==> config.mk <==
export PLATFORM = sky130hd
export DESIGN_NAME = hazard_scoreboard
export DESIGN_NICKNAME = d
export VERILOG_FILES = /design/src/rtl/hazard_pkg.sv /design/src/rtl/hazard_scoreboard_sb_entry.sv /design/src/rtl/hazard_scoreboard.sv
export SDC_FILE = /design/constraint.sdc
export NUM_CORES = 1
export LEC_CHECK = 0
export CAP_MARGIN = 20
export CORE_ASPECT_RATIO = 0.75
export CORE_MARGIN = 4
export CORE_UTILIZATION = 42
export CTS_BUF_LIST = sky130_fd_sc_hd__clkbuf_2
export CTS_CLUSTER_DIAMETER = 120
export CTS_CLUSTER_SIZE = 24
export DETAILED_ROUTE_END_ITERATION = 12
export PLACE_DENSITY = 0.58
export SLEW_MARGIN = 20
export SYNTH_ARGS = -nofsm -noshare
export SYNTH_HDL_FRONTEND = slang
export SYNTH_SLANG_ARGS = --single-unit
==> constraint.sdc <==
create_clock -name clk -period 4.2 [get_ports clk]
set_clock_uncertainty 0.05 [all_clocks]
set_input_delay 0.42 -clock clk [delete_from_list [all_inputs] [get_ports clk]]
set_output_delay 0.42 -clock clk [all_outputs]
set_load 0.01 [all_outputs]
==> src/rtl/hazard_pkg.sv <==
// Shared constants, flush FSM state type and the countdown max helper
// used by the hazard scoreboard and its per-register entries.
package hazard_pkg;

  localparam int ALU_LAT_DEF  = 1;
  localparam int LOAD_LAT_DEF = 2;
  localparam int CW_DEF       = 3;
  localparam int CW_MAX       = 8;

  typedef enum logic {
    FL_IDLE,
    FL_FLUSHING
  } flush_state_e;

  // Callers zero-extend their CW-bit operands to CW_MAX and truncate the result.
  function automatic logic [CW_MAX-1:0] max_cw(input logic [CW_MAX-1:0] a,
                                                input logic [CW_MAX-1:0] b);
    return (a > b) ? a : b;
  endfunction

endpackage

==> src/rtl/hazard_scoreboard_sb_entry.sv <==
// One register's pending-write countdown: it counts down to zero on its own,
// and on a load it takes the larger of the new latency and the decremented value.
module sb_entry
  import hazard_pkg::*;
#(
  parameter int CW = CW_DEF
) (
  input  logic          clk,
  input  logic          rst,
  input  logic          i_load,
  input  logic [CW-1:0] i_lat,
  output logic [CW-1:0] o_cnt,
  output logic          o_busy
);

  logic [CW-1:0] r_cnt;
  logic [CW-1:0] w_dec;

  assign w_dec = (r_cnt != '0) ? r_cnt - CW'(1) : '0;

  always_ff @(posedge clk or posedge rst) begin
    if (rst)
      r_cnt <= '0;
    else if (i_load)
      r_cnt <= CW'(max_cw(CW_MAX'(i_lat), CW_MAX'(w_dec)));
    else
      r_cnt <= w_dec;
  end

  assign o_cnt  = r_cnt;
  assign o_busy = (r_cnt != '0);

endmodule

==> src/rtl/hazard_scoreboard.sv <==
// Register scoreboard for an in-order pipeline: stalls ID on an unforwardable
// RAW hazard, squashes IF/ID on a redirect, and counts stall cycles.
module hazard_scoreboard
  import hazard_pkg::*;
#(
  parameter int NREG      = 32,
  parameter int RW        = $clog2(NREG),
  parameter int ALU_LAT   = ALU_LAT_DEF,
  parameter int LOAD_LAT  = LOAD_LAT_DEF,
  parameter int CW        = CW_DEF,
  parameter int FWD_SLACK = 1,
  parameter int FLUSH_CYC = 1
) (
  input  logic            clk,
  input  logic            rst,
  input  logic            id_valid,
  input  logic [RW-1:0]   id_rs,
  input  logic [RW-1:0]   id_rt,
  input  logic            id_rs_used,
  input  logic            id_rt_used,
  input  logic [RW-1:0]   id_rd,
  input  logic            id_regwen,
  input  logic            id_memread,
  input  logic            ex_redirect,
  output logic            stall,
  output logic            flush,
  output logic            issue,
  output logic [NREG-1:0] busy,
  output logic [15:0]     stall_count
);

  localparam int FW = $clog2(FLUSH_CYC + 1);
  localparam logic [FW-1:0] FRELOAD = FW'(FLUSH_CYC - 1);

  logic [CW-1:0] w_cnt [NREG];
  logic [CW-1:0] w_lat;
  logic          w_rs_haz;
  logic          w_rt_haz;

  flush_state_e  r_state;
  flush_state_e  w_state_nxt;
  logic [FW-1:0] r_fcnt;
  logic [FW-1:0] w_fcnt_nxt;
  logic [15:0]   r_stall_count;

  assign w_lat = id_memread ? CW'(LOAD_LAT) : CW'(ALU_LAT);

  assign w_cnt[0] = '0;
  assign busy[0]  = 1'b0;

  for (genvar g = 1; g < NREG; g++) begin : g_entry
    sb_entry #(.CW(CW)) u_entry (
      .clk    (clk),
      .rst    (rst),
      .i_load (issue & id_regwen & (id_rd == RW'(g))),
      .i_lat  (w_lat),
      .o_cnt  (w_cnt[g]),
      .o_busy (busy[g])
    );
  end

  // Counters are read before this cycle's load, so an instruction never waits on itself.
  assign w_rs_haz = id_rs_used && (id_rs != '0) && (32'(w_cnt[id_rs]) > 32'(FWD_SLACK));
  assign w_rt_haz = id_rt_used && (id_rt != '0) && (32'(w_cnt[id_rt]) > 32'(FWD_SLACK));

  assign flush = ex_redirect | (r_state == FL_FLUSHING);
  assign stall = id_valid & ~flush & (w_rs_haz | w_rt_haz);
  assign issue = id_valid & ~stall & ~flush;

  always_comb begin
    w_state_nxt = r_state;
    w_fcnt_nxt  = r_fcnt;
    case (r_state)
      FL_IDLE: begin
        if (ex_redirect && (FLUSH_CYC > 1)) begin
          w_state_nxt = FL_FLUSHING;
          w_fcnt_nxt  = FRELOAD;
        end
      end
      FL_FLUSHING: begin
        if (ex_redirect) begin
          w_fcnt_nxt = FRELOAD;
        end else if (r_fcnt <= FW'(1)) begin
          w_state_nxt = FL_IDLE;
          w_fcnt_nxt  = '0;
        end else begin
          w_fcnt_nxt = r_fcnt - FW'(1);
        end
      end
      default: begin
        w_state_nxt = FL_IDLE;
        w_fcnt_nxt  = '0;
      end
    endcase
  end

  always_ff @(posedge clk or posedge rst) begin
    if (rst) begin
      r_state       <= FL_IDLE;
      r_fcnt        <= '0;
      r_stall_count <= '0;
    end else begin
      r_state <= w_state_nxt;
      r_fcnt  <= w_fcnt_nxt;
      if (stall && (r_stall_count != 16'hFFFF))
        r_stall_count <= r_stall_count + 16'd1;
    end
  end

  assign stall_count = r_stall_count;

endmodule

==> results of run 1 <==
final cells by class:
type	count	area, µm²
multi-input combinational	541	4262
inverter	37	141.4
clock inverter	6	37.54
tap	242	302.8
sequential	110	2753
clock buffer	10	50.05
fill	1662	9248
timing repair buffer	83	810.8
synth_stat cells, drive strengths merged, types with 10 or more instances:
cell type	n	area share
clkbuf	15	0.0075
mux2	33	0.049
a2111oi	31	0.036
dfrtp	110	0.37
o21a	31	0.031
a21oi	71	0.047
mux4	10	0.030
inv	36	0.018
nor3	15	0.011
ha	63	0.10
nand2	17	0.0085
or3	33	0.027
nor2	68	0.034
nand4b	16	0.019
nor3b	31	0.031
nand4	13	0.011
xor2	14	0.016
buf	46	0.044
mux2i	31	0.041
routing by layer:
layer,global-route usage,share of wire,wire length [µm],up-vias
met1,0.2594,0.48,9018,2857
li1,-,-,-,2836
met2,0.3145,0.46,8713,101
met4,0.03929,0.011,211,0
met5,0,0,0,-
met3,0.04664,0.045,854,19
cell families (layout without fill, tap and decap cells):
| family | count (synthesis) | after routing | synth area share |
|---|---|---|---|
| other cells | 1 | 1 | 0.0004979 |
| xor+xnor | 15 | 15 | 0.01745 |
| mux | 74 | 74 | 0.1205 |
| fa+ha+maj | 63 | 63 | 0.1047 |
| simple gates | 238 | 238 | 0.1904 |
| buf+inv | 98 | 136 | 0.07011 |
| compound gates | 150 | 150 | 0.1309 |
| flops | 110 | 110 | 0.3655 |
per-stage QoR:
step	instance area (µm²)	utilization	cells	total power, mW	hold slack (ns)
4_1_cts	8357	0.4747	1029	1.909	0.1448
5_1_grt	8357	0.4747	1029	1.982	0.1816
3_3_place_gp	8269	0.4697	1013	1.431	0.4193
6_report	8357	0.4747	1029	1.879	0.1999
2_1_floorplan	7531	-	749	1.298	0.4043
3_5_place_dp	8269	0.4697	1013	1.442	0.4287
power by group through the flow:
stage               registers (mW)  clock network [mW]  logic (mW)
floorplan                     1.14                   0       0.157
global placement              1.13                   0       0.297
detailed placement            1.14                   0       0.306
CTS                           1.12               0.482       0.308
global route                  1.13               0.520       0.336
finish                        1.12               0.457       0.303
layout by cell type, fill, tap and decap left out, drive strengths merged, types with 3 or more instances in the layout:
cell type / netlist / layout
clkdlybuf4s50: 0 / 71
and3: 6 / 6
or2: 3 / 3
nor2: 68 / 68
nand3: 8 / 8
nor4: 6 / 6
dfrtp: 110 / 110
mux4: 10 / 10
nand4bb: 6 / 6
o21a: 31 / 31
nor4b: 3 / 3
inv: 36 / 37
nand3b: 3 / 3
nand2: 17 / 17
clkinv: 1 / 5
mux2: 33 / 33
o21ai: 4 / 4
a21oi: 71 / 71
xor2: 14 / 14
a31oi: 3 / 3
clkbuf: 15 / 10
nor3b: 31 / 31
nand4: 13 / 13
or3: 33 / 33
a2111oi: 31 / 31
nor3: 15 / 15
buf: 46 / 12
ha: 63 / 63
nand4b: 16 / 16
mux2i: 31 / 31
and2: 3 / 3
worst max path at each step:
stage	start	end	slack (ns)	depth (start not counted)
2_1_floorplan	rst	g_entry[10].u_entry.o_cnt[0]	0.83	1
3_3_place_gp	id_rt[1]	issue	0.55	8
3_5_place_dp	id_rt[1]	g_entry[6].u_entry.o_cnt[0]	0.55	9
4_1_cts	g_entry[6].u_entry.o_cnt[1]	issue	0.28	8
5_1_grt	g_entry[6].u_entry.o_cnt[1]	issue	0.09	8
6_report	g_entry[6].u_entry.o_cnt[1]	issue	0.32	8
registers in the layout, summed over array words and instances (netlist names):
signal / cells
stall_count: 16
g_entry.u_entry.o_cnt: 93
r_state: 1
==> run summary, run 1 <==
## Place
- 72 — number of I/O port buffers
- 0.5472 ns — worst setup slack after placement
- 13,550 µm — Post-DP HPWL
- 0.9371 — weighted congestion at the end of routability-driven global placement

## Worst setup path
- 1 — number of buffer and inverter stages on the critical path
- nor2_1 > a21oi_1 > or3_1 > a32oi_1 > o22ai_1 > a311oi_4 > and2_1 > clkdlybuf4s50_1 — chain of cells forming the critical path
- primary output — critical path endpoint category
- register — Worst Setup Start Kind
- reg2out — Crit Path Category
- 5 — maximum fanout count along the critical path
- 9 — length in cells of the worst reg-to-reg path
- 1.01 ns — register-to-register path setup slack
- compound AO/OA/AOI/OAI gates — largest delay contributor family on the critical path
- g_entry[6].u_entry.o_cnt[0] — worst reg2reg endpoint
- g_entry[6].u_entry.o_cnt[1] — startpoint of the worst register-to-register path
- sky130_fd_sc_hd__clkdlybuf4s50_1 — library cell contributing the largest single delay on the critical path
- 3.41 ns — CP arrival
- 0.54 ns — largest stage delay on the critical path
- 3.73 ns — critical path required time

## STA
- 0.3235 ns — worst-case setup margin in the final layout
- 0.8439 ns — slew at the pin with the worst max-slew slack
- 0.4374 — headroom to the max-slew limit
- 0 — Final Hold Fails
- 0.9230 — part of the cycle the worst path needs
- 258.0 MHz — top achievable clock speed
- 0 ns — total negative slack
- 0 — number of max-slew violations in the final report
- no — setup repair after global routing missed its margin
- 3.877 ns — final critical delay including setup and external delays
- 0 — final number of setup-violating endpoints

## Die
- 42 — floorplan row count
- 124.0 µm — die height
- 0.4278 — initial core utilization
- 162.6 µm — DIE WIDTH
- 74 — number of top-level pins
- 0.01760 mm² — area of the placeable core
- 0.02016 mm² — floorplan die area

## CTS
- sky130_fd_sc_hd__clkbuf_2 — Root Buffer
- 2 — clk buf depth
- 0.31 ns — clock slew seen by the registers of the worst setup and hold paths
- yes — clock tree from TritonCTS
- 3 — Clock H-tree levels
- 110 — number of clock sinks seen by CTS
- 0 — postcts setup bufs
- 0 — hold_buf cts
- 0 — number of resized instances in the post-cts repair step
- 0.66 ns — latest clock arrival within the worst-skew pair
- 9 — total clock buffers created by CTS

## GRT
- 0 — initial antenna violation count
- 65 — maximum number of pins on one net before global-route repair
- 5,787 — via count of the first global-routing pass
- 30,220 µm — global-route wire length before repair
- 0 — residual overflow from global routing
- 0.1909 — GRT Resource Usage Total

## Synth
- 0.3655 — sequential cell area fraction in the yosys report
- 0.007531 mm² — Synth Cell Area
- 0 — count of flip-flops with a built-in enable after synthesis
- 0 — number of warnings reported in the yosys synthesis log
- 749 — post-synthesis cell count
- 10.05 µm² — post-synthesis average cell area
- 835 — net count of the mapped netlist
- 1.000 — fraction of registers with async set or reset after synthesis
- 53 — distinct cell type count of the synthesized netlist
- sky130_fd_sc_hd__dfrtp_1 — Post-synth top flop
- 110 — post-synthesis sequential element count

## Finish
- 868 — total number of nets in the final design
- 0 — number of antenna cells inserted
- 0.07878 — fraction of layout instances using a drive strength above 1
- 10.97% — synthesis-to-finish area growth

## Power and ir drop
- 224.8 mW/mm² — PwrDens
- 3.913 nW — leakage power
- 0.595 — share of total power in sequential cells
- 0.243 — portion of total power attributed to the clock network
- 0.161 — share of total power in combinational logic
- 0.0001113 V — Worst IR Drop VDD
- 0.3097 — fraction of power spent switching nets
- 1.297 mW — Internal Power
- 581.8 µW — P_sw

## Drt
- 5.649 — ratio of routed vias to standard cells
- 18.27 µm — post-DR wirelength/cell
- 405 — Iteration-0 DRC Markers
- 0 — residual DRC count
- 18,800 µm — DRT Wirelength
- 0 — remaining antenna violation count after routing
- 5,813 — routed vias
- 4 — length of the first detailed-routing pass in iterations

## Flow run
- 0 — Maximum Capacitance Violations

## Min path
- in2async — Hold Path Class

## Status
- completed — run status

(Power assumes the default switching activity.)
==> run 2: changes to the inputs <==
- MAX_ROUTING_LAYER: not set -> met4
==> run summary, run 2 (synthesis gave the netlist of run 1 again) <==
## Worst setup path
- nor2_1 > mux4_2 > nand2_1 > a32oi_1 > o22ai_1 > a311oi_4 > and2_1 > clkdlybuf4s50_1 — chain of cells forming the critical path
- sky130_fd_sc_hd__clkdlybuf4s50_1 — library cell contributing the largest single delay on the critical path
- 0.54 ns — largest stage delay on the critical path, about the same
- 3.73 ns — critical path required time, about the same
- 3.37 ns — CP arrival, -0.04 ns
- 5 — maximum fanout count along the critical path, unchanged
- 1.08 ns — register-to-register path setup slack, +0.07 ns
- register — Worst Setup Start Kind
- primary output — critical path endpoint category
- reg2out — Crit Path Category
- 9 — length in cells of the worst reg-to-reg path, unchanged

## Place
- 0.8712 — weighted congestion at the end of routability-driven global placement, -7.0%
- 72 — number of I/O port buffers, unchanged
- 13,850 µm — Post-DP HPWL, +2.1%
- 0.5313 ns — worst setup slack after placement, -0.01590 ns

## Die
- 0.01760 mm² — area of the placeable core, unchanged
- 124.0 µm — die height, unchanged
- 74 — number of top-level pins, unchanged
- 162.6 µm — DIE WIDTH, unchanged
- 42 — floorplan row count, unchanged
- 0.4278 — initial core utilization, unchanged
- 0.02016 mm² — floorplan die area, unchanged

## Drt
- 18.18 µm — post-DR wirelength/cell, -0.50%
- 4 — length of the first detailed-routing pass in iterations, unchanged
- 0 — remaining antenna violation count after routing, unchanged
- 18,830 µm — DRT Wirelength, +0.18%
- 413 — Iteration-0 DRC Markers, +2.0%
- 5.660 — ratio of routed vias to standard cells, +0.20%
- 0 — residual DRC count, unchanged
- 5,864 — routed vias, +0.88%

## STA
- 0.9091 ns — slew at the pin with the worst max-slew slack, +0.06514 ns
- 3.841 ns — final critical delay including setup and external delays, -0.03581 ns
- 0.3593 ns — worst-case setup margin in the final layout, +0.03581 ns
- 0 — final number of setup-violating endpoints, unchanged
- no — setup repair after global routing missed its margin
- 0.9145 — part of the cycle the worst path needs, -0.008526
- 260.4 MHz — top achievable clock speed, +0.93%
- 0.3940 — headroom to the max-slew limit, -0.04342
- 0.2006 ns — Hold Slack, +0.0007640 ns
- 0 — Final Hold Fails, unchanged
- 0 — number of max-slew violations in the final report, unchanged
- 0 ns — total negative slack, unchanged

## Power and ir drop
- 0.0001373 V — Worst IR Drop VDD, +23%
- 0.161 — share of total power in combinational logic, about the same
- 0.595 — share of total power in sequential cells, about the same
- 581.8 µW — P_sw, about the same
- 224.6 mW/mm² — PwrDens, -0.11%
- 0.244 — portion of total power attributed to the clock network, about the same
- 0.3092 — fraction of power spent switching nets, -0.0005018
- 3.912 nW — leakage power, about the same
- 1.300 mW — Internal Power, +0.23%

## Status
- completed — run status

## Finish
- 0.08238 — fraction of layout instances using a drive strength above 1, +0.003603
- sky130_fd_sc_hd__dfrtp_1 (110), sky130_fd_sc_hd__a21oi_1 (71), sky130_fd_sc_hd__clkdlybuf4s50_1 (71), sky130_fd_sc_hd__nor2_1 (68), sky130_fd_sc_hd__ha_1 (63) — commonest non-fill, non-tap cells in the layout
- 870 — total number of nets in the final design, +0.23%
- 93 — max FFs per register, unchanged
- 0.4760 — Final Util, +0.001279
- 11.26% — synthesis-to-finish area growth
- sky130_fd_sc_hd__dfrtp_1 — most frequent standard cell in the layout excluding fill and tap cells

## CTS
- 0 — hold_buf cts, unchanged
- 0.33 ns — clock slew seen by the registers of the worst setup and hold paths, +0.02 ns
- 0 — number of resized instances in the post-cts repair step, unchanged
- 0 — postcts setup bufs, unchanged
- 2 — clk buf depth, unchanged
- yes — clock tree from TritonCTS
- 110 — number of clock sinks seen by CTS, unchanged
- sky130_fd_sc_hd__clkbuf_2 — Root Buffer
- 3 — Clock H-tree levels, unchanged
- 0.64 ns — latest clock arrival within the worst-skew pair, -0.02 ns
- 9 — total clock buffers created by CTS, unchanged

## GRT
- 69 — maximum number of pins on one net before global-route repair, +6.2%
- 5,969 — via count of the first global-routing pass, +3.1%
- 2 — initial antenna violation count, +2
- 30,840 µm — global-route wire length before repair, +2.0%
- 0.1986 — GRT Resource Usage Total, +0.007745
- 0 — residual overflow from global routing, unchanged

## Flow run
- 0 — Maximum Capacitance Violations, unchanged

## Min path
- in2async — Hold Path Class

==> run 2: power groups by stage <==
stage               Combinational, mW  Sequential (mW)  Clock, mW
global route                    0.336             1.13      0.532
finish                          0.302             1.12      0.460
detailed placement              0.305             1.14          0
floorplan                       0.157             1.14          0
CTS                             0.306             1.12      0.492
global placement                0.296             1.13          0
==> run 2: worst max-delay path, delay by kind of cell, from the launching register on <==
kind	cells	cell delay [ns]
AO/OA/AOI/OAI	3	0.79
AND/OR/NAND/NOR	3	0.62
buffers and inverters	1	0.54
flip-flops	1	0.48
multiplexers	1	0.32
==> run 2: layout make-up <==
type	instances	area [µm²]
tap	242	302.8
fill	1653	9225
timing repair buffer	85	813.3
inverter	37	141.4
clock buffer	10	50.05
antenna	5	12.51
multi-input combinational	541	4262
clock inverter	6	45.04
sequential	110	2753
==> run 2: path summary, 6_finish.rpt <==
check                                                  start                           end
max in group asynchronous                                rst  g_entry[11].u_entry.o_cnt[0]
min in group clk                                 ex_redirect                       r_state
worst min register to register                stall_count[9]                stall_count[9]
worst max register to register  g_entry[13].u_entry.o_cnt[1]   g_entry[6].u_entry.o_cnt[0]
worst min-delay path                                     rst  g_entry[26].u_entry.o_cnt[1]
worst max-delay path            g_entry[13].u_entry.o_cnt[1]                         issue
==> run 2: metal layers <==
metal | wire length (µm) | vias up | part of all wire | GRT usage
li1 | - | 2839 | - | -
met5 | 0 | - | 0 | -
met1 | 8988 | 2880 | 0.48 | 0.2667
met2 | 8623 | 124 | 0.46 | 0.3114
met4 | 300 | 0 | 0.016 | 0.05238
met3 | 917 | 21 | 0.049 | 0.04036
==> run 2: stage by stage <==
stage | cells | cell area [µm²] | total power, mW
final | 1036 | 8379 | 1.882
after global routing | 1036 | 8379 | 1.995
after CTS | 1031 | 8367 | 1.917
after detailed placement | 1015 | 8272 | 1.440
after global placement | 1015 | 8272 | 1.431
after floorplan | 749 | 7531 | 1.298
==> run 3: changes to the inputs <==
- PLACE_DENSITY: 0.58 -> 0.57
- RECOVER_POWER: not set -> 50
- SYNTH_HIERARCHICAL: not set -> 1
==> run summary, run 3 <==
## CTS
- 9 — total clock buffers created by CTS, unchanged
- sky130_fd_sc_hd__clkbuf_2 — Root Buffer
- 110 — number of clock sinks seen by CTS, unchanged
- 3 — Clock H-tree levels, unchanged
- 2 — clk buf depth, unchanged
- 0.33 ns — clock slew seen by the registers of the worst setup and hold paths, about the same
- 0.65 ns — latest clock arrival within the worst-skew pair, about the same
- 0 — number of resized instances in the post-cts repair step, unchanged
- 0 — postcts setup bufs, unchanged
- yes — clock tree from TritonCTS

## Place
- 17,400 µm — Post-DP HPWL, +26%
- 72 — number of I/O port buffers, unchanged
- 1,479 — total placed cells including tap cells, +46%
- 0.8438 — weighted congestion at the end of routability-driven global placement, -3.1%

## Min path
- in2reg — Hold Path Class
- ex_redirect — worst hold start
- r_state — sink of the worst hold path
- 2 — cell depth of the worst min-delay path

## STA
- 0.9092 — part of the cycle the worst path needs, -0.005300
- 33 — number of max-slew violations in the final report, +33
- 2.240 ns — slew at the pin with the worst max-slew slack, +1.330 ns
- 0 ns — total negative slack, unchanged
- 0 — Final Hold Fails, unchanged
- -0.4930 — headroom to the max-slew limit, -0.8870
- 0 — final number of setup-violating endpoints, unchanged
- 3.818 ns — final critical delay including setup and external delays, -0.02226 ns
- no — setup repair after global routing missed its margin
- 261.9 MHz — top achievable clock speed, +0.58%

## Synth
- 6 — number of warnings reported in the yosys synthesis log, +6
- 0.1583 — area fraction in and, or, nand and nor cells after synthesis, -0.03212
- 0.2007 — adder and majority gate portion of the synthesized area, +0.09608
- sky130_fd_sc_hd__inv_1 (229), sky130_fd_sc_hd__ha_1 (156), sky130_fd_sc_hd__nor2_1 (127) — top post-synthesis cells by count
- sky130_fd_sc_hd__dfrtp_1 — Post-synth top flop
- 57 — distinct cell type count of the synthesized netlist, +7.5%
- adder cells — largest family of logic cells by synthesized area
- 0.2831 — sequential cell area fraction in the yosys report, -0.08241
- 0.01171 — XOR/XNOR Fraction of Synth Area, -0.005735
- 110 — post-synthesis sequential element count, unchanged
- 0.1190 — Compound-Gate Fraction of Synth Area, -0.01189
- 1,049 — post-synthesis cell count, +40%
- sky130_fd_sc_hd__dfrtp_1 (28%), sky130_fd_sc_hd__ha_1 (20%), sky130_fd_sc_hd__inv_1 (8.8%) — top area cells in the synthesized netlist
- 9.269 µm² — post-synthesis average cell area, -7.8%
- sky130_fd_sc_hd__dfrtp_1 — cell taking the most area after synthesis
- 0.2831 — fraction of synthesized cell area taken by the top area cell type, -0.08241
- 1.000 — fraction of registers with async set or reset after synthesis, unchanged
- 0.1257 — multiplexer area fraction after synthesis, +0.005272
- 0 — count of flip-flops with a built-in enable after synthesis, unchanged
- sky130_fd_sc_hd__inv_1 — most repeated cell in the gate-level netlist after synthesis
- 0.009723 mm² — Synth Cell Area, +29%

## Worst setup path
- 3.73 ns — critical path required time, about the same
- g_entry[20].u_entry/o_cnt[2] — worst reg2reg endpoint
- register — Worst Setup Start Kind
- 0.54 ns — register-to-register path setup slack, -0.54 ns
- g_entry[21].u_entry/o_cnt[2] — startpoint of the worst register-to-register path
- 4 — maximum fanout count along the critical path, -1
- 11 — length in cells of the worst reg-to-reg path, +2
- nor2_1 > a211oi_1 > a2111oi_0 > a211o_1 > a31oi_2 > buf_4 > nor3_1 > nor2_1 > clkdlybuf4s50_1 — chain of cells forming the critical path
- 0.49 ns — largest stage delay on the critical path, -0.05 ns
- primary output — critical path endpoint category
- reg2out — Crit Path Category
- 3.35 ns — CP arrival, -0.02 ns
- sky130_fd_sc_hd__nor2_1 — Most common cell on crit path
- sky130_fd_sc_hd__clkdlybuf4s50_1 — library cell contributing the largest single delay on the critical path

## GRT
- 0 — initial antenna violation count, -2
- 0.2828 — global routing usage on met2, -0.02858
- 0.03470 — met3 demand-to-capacity share in global routing, -0.005659
- 0.2496 — global routing usage on met1, -0.01712
- met2 — layer with the highest usage after global routing
- 0 — residual overflow from global routing, unchanged
- 7,368 — via count of the first global-routing pass, +23%
- 63 — maximum number of pins on one net before global-route repair, -8.7%
- 37,030 µm — global-route wire length before repair, +20%
- 0.1820 — GRT Resource Usage Total, -0.01664

## Drt
- 0 — remaining antenna violation count after routing, unchanged
- 21,830 µm — DRT Wirelength, +16%
- 5 — length of the first detailed-routing pass in iterations, +1
- 375 — Iteration-0 DRC Markers, -9.2%
- 14.59 µm — post-DR wirelength/cell, -20%
- 7,240 — routed vias, +23%
- 0 — residual DRC count, unchanged
- 4.840 — ratio of routed vias to standard cells, -14%

## Die
- 47 — floorplan row count, +12%
- 0.02567 mm² — floorplan die area, +27%
- 183.7 µm — DIE WIDTH, +13%
- 0.02241 mm² — area of the placeable core, +27%
- 139.8 µm — die height, +13%
- 74 — number of top-level pins, unchanged
- 0.4340 — initial core utilization, +0.006175

## Power and ir drop
- 234.1 mW/mm² — PwrDens, +4.2%
- 5.877 nW — leakage power, +50%
- 0.0001283 V — Worst IR Drop VDD, -6.6%

## Flow run
- 1 — Maximum Capacitance Violations, +1

## Finish
- 1,376 — total number of nets in the final design, +58%
- 2,169 — final-layout fill cell count, +31%
- 0.1448 — fraction of layout instances using a drive strength above 1, +0.06238
- 15.82% — synthesis-to-finish area growth
- 93 — max FFs per register, unchanged
- 1,496 — final std cells w/o fill, +44%
- sky130_fd_sc_hd__inv_1 (228), sky130_fd_sc_hd__ha_1 (156), sky130_fd_sc_hd__nor2_1 (127), sky130_fd_sc_hd__dfrtp_1 (110), sky130_fd_sc_hd__mux2_2 (65) — commonest non-fill, non-tap cells in the layout
- 0 — number of antenna cells inserted, -5
- sky130_fd_sc_hd__inv_1 — most frequent standard cell in the layout excluding fill and tap cells

## Status
- complete, but fails checks — run status
- max-capacitance violations, max-slew violations — violations in the final reports

run 3: changes by cell type after synthesis, moves of 31 or more:
cell,before,now
sky130_fd_sc_hd__or3_1,33,2
sky130_fd_sc_hd__buf_4,34,3
sky130_fd_sc_hd__nor2_1,68,127
sky130_fd_sc_hd__mux2_2,9,65
sky130_fd_sc_hd__ha_1,63,156
sky130_fd_sc_hd__nor3b_1,31,0
sky130_fd_sc_hd__o21a_1,31,0
sky130_fd_sc_hd__o31ai_1,0,31
sky130_fd_sc_hd__a21oi_1,71,38
sky130_fd_sc_hd__inv_1,35,229
run 3: critical path: cells and delay by family, from the launching register on:
family / cells / cell delay, ns
flip-flops: 1 / 0.48
AND/OR/NAND/NOR: 3 / 0.78
AO/OA/AOI/OAI: 4 / 0.78
buffers and inverters: 2 / 0.67
run 3: how the worst max path moves through the flow:
stage,startpoint,endpoint,slack [ns],cells past startpoint
4_1_cts,g_entry[21].u_entry/o_cnt[2],stall,0.31,9
2_1_floorplan,id_rs[0],g_entry[8].u_entry/o_cnt[0],0.82,13
3_5_place_dp,id_rt[0],g_entry[18].u_entry/o_cnt[0],0.09,13
3_3_place_gp,id_rt[0],g_entry[20].u_entry/o_cnt[0],0.05,12
6_report,g_entry[21].u_entry/o_cnt[2],stall,0.38,9
5_1_grt,g_entry[21].u_entry/o_cnt[2],stall,0.06,9
run 3: power by group:
| part | leakage (nW) | internal (mW) | total, mW | switching (mW) |
|---|---|---|---|---|
| Sequential | 1.51 | 1.13 | 1.20 | 0.0642 |
| Clock | 0.0898 | 0.257 | 0.636 | 0.379 |
| Combinational | 4.28 | 0.364 | 0.802 | 0.438 |
run 3: layer usage:
layer	part of all wire	vias up
met2	0.44	85
met3	0.039	21
met4	0.014	0
li1	-	3746
met1	0.50	3388
met5	0	-
run 3: final cells by class:
| class | instances | area, µm² | share of cell area |
|---|---|---|---|
| inverter | 229 | 859.6 | 0.07633 |
| multi-input combinational | 752 | 6221 | 0.5524 |
| timing repair buffer | 95 | 899.6 | 0.07989 |
| clock inverter | 6 | 110.1 | 0.009778 |
| sequential | 110 | 2753 | 0.2444 |
| clock buffer | 10 | 50.05 | 0.004444 |
| tap | 294 | 367.9 | 0.03267 |
run 3: cells by family after synthesis:
group,Yosys count
other,1
xor gates and xnor gates,13
buffers and inverters,249
adders and majority gates,156
and+or+nand+nor,286
DFF,110
AOI/OAI and AO/OA,130
muxes,104
run 3: what timing repair did:
action | 4_1_cts | 5_1_grt
endpoints found under the hold margin | 1 | 0
setup endpoints to repair | 0 | 0
hold buffers | 1 | 0
run 3: stage by stage:
stage	total power [mW]	utilization	hold WS (ns)	cell area, µm²	setup WS, ns
after floorplan	1.713	-	0.1236	9956	0.8182
after global placement	2.023	0.4952	0.4190	11090	0.05449
after detailed placement	2.035	0.4952	0.4310	11090	0.09414
after CTS	2.691	0.5028	0.1325	11260	0.3118
after global routing	2.837	0.5026	0.1676	11260	0.05786
final	2.636	0.5026	0.2661	11260	0.3815
==> variant, RTL diff (flow settings as in run 3) <==
Change the parameter `NREG` from 32 to 64.
--- a/src/rtl/hazard_scoreboard.sv
+++ b/src/rtl/hazard_scoreboard.sv
@@ -5,3 +5,3 @@
 #(
-  parameter int NREG      = 32,
+  parameter int NREG      = 64,
   parameter int RW        = $clog2(NREG),
Interface: changed (resized busy, id_rd, id_rs and id_rt); port bits go from 74 to 109. The function was not compared with the original's and may differ.
==> variant against run 3 <==
The run still ends with max-capacitance violations, max-slew violations left. Setup slack got worse by 0.25 ns. Sequential cell count increased by 96. Die area is 85% higher. Power increased by 54%. Design area grew 89%. Critical path depth increased by 4. Clock power up 21%. Area after synthesis increased by 90%. Hold slack improved by 0.19 ns. Routed wire length rose by 120%. Sequential share of layout area shrank 0.25 points. Critical endpoint is now g_entry[9].u_entry/o_cnt[2]. Highest routed layer unchanged.
==> variant: results (changes against run 3) <==
floorplanning:
  die_w_microns: 250  # +36%
hold_path:
  hold_class: "reg2reg"
  hp-start: "stall_count[5]"
  hold_path_end: "stall_count[5]"
finish:
  nets: 2663  # +94%
  clock_buffers: 15  # +5
  fill_cells: 4208  # +94%
  inverters: 450  # +97%
  multi_input_cells: 1475  # +96%
  clock_cell_area_share_pct: 0.393  # -1.0 points
  largest_reg_flops: 189  # +100%
  final_area_sq_mm: 0.0213  # +89%
  multi_input_area_share_pct: 56.2  # +1.0 points
  seq_area_sq_mm: 0.00516  # +87%
timing:
  slew_violations: 67  # +100%
  hold_ws_ns: 0.456  # +0.189 ns
  fmax_ghz: 0.246  # -6.2%
power:
  p_clk_mw: 0.768  # +21%
  peakVddDrop_mv: 0.182  # +42%
  clockPowerShare_pct: 18.9  # -5.2 points
  seq-power_mw: 2.13  # +78%
clocking:
  cts.repair.resized: 29  # +29
  numCtsBuffers: 12  # +3
  clk_latency_ns: 0.94  # +0.29 ns
  h-tree-depth: 1  # -2
logic_synthesis:
  synthTopCellsByArea: "dfrtp_1, ha_1, inv_1"
  postSynthCellCount: 2037  # +94%
  ys_types: 60  # +5.3%
  synth_seq_cells: 206  # +87%
  synth_common_cells: "inv_1, ha_1, nor2_1"
  yosysSeqAreaShare_pct: 27.9  # -0.39 points
setup_path:
  slowest_delay_ns: 0.55  # +0.06 ns
  crit_slowest_cell: "dfrtp_1"
  r2r-end: "g_entry[9].u_entry/o_cnt[2]"
  critPathLaunch: "g_entry[42].u_entry/o_cnt[2]"
  ff2ff_setup_slack_ns: 0.13  # -0.41 ns
  r2r_cells: 13  # +2
  r2r-start: "g_entry[42].u_entry/o_cnt[2]"
global_routing:
  grt_pass1_vias: 15200  # +110%
  antenna_found_initial: 2  # +2
  grt_pass1_wl_microns: 77800  # +110%
  grt_use_met1_pct: 27.0  # +2.1 points
  grt_use_total_pct: 20.6  # +2.4 points
  use_met3_pct: 2.73  # -0.74 points
place:
  place_inst: 2859  # +93%
  dp_hpwl_microns: 36900  # +110%
  place.gp.congestion: 0.906  # +7.4%
job:
  maxCapViolations: 2  # +1
outcome:
  outcome: "finished with violations"
  violations: "max-capacitance violations, max-slew violations"
detailed_routing:
  vias: 14600  # +100%
-- variant: changes by cell type in the layout (fill, tap and decap cells not counted), sizes merged, moves of 44 or more --
cell	change
nor2	+122
dfrtp	+96
ha	+160
nor3	+58
mux2	+65
buf	+44
inv	+221
conb	+64
-- variant: kinds of logic after synthesis --
| logic type | count (synthesis) | share of synthesized area [%] |
|---|---|---|
| multiplexers | 208 | 13.1 |
| XOR/XNOR | 13 | 0.617 |
| AO/OA/AOI/OAI | 259 | 12.2 |
| flip-flops | 206 | 27.9 |
| other | 1 | 0.0203 |
| buffers and inverters | 482 | 10.2 |
| AND/OR/NAND/NOR | 552 | 14.5 |
| adder cells (fa/ha/maj) | 316 | 21.4 |
-- variant: layer usage --
layer  wire length (microns)  vias up  part of all wire (%)
met5                       0        -                     0
met4                    1100        0                   2.3
met3                    1520       51                   3.2
met2                   22200      193                    46
met1                   23100     7070                    48
li1                        -     7247                     -
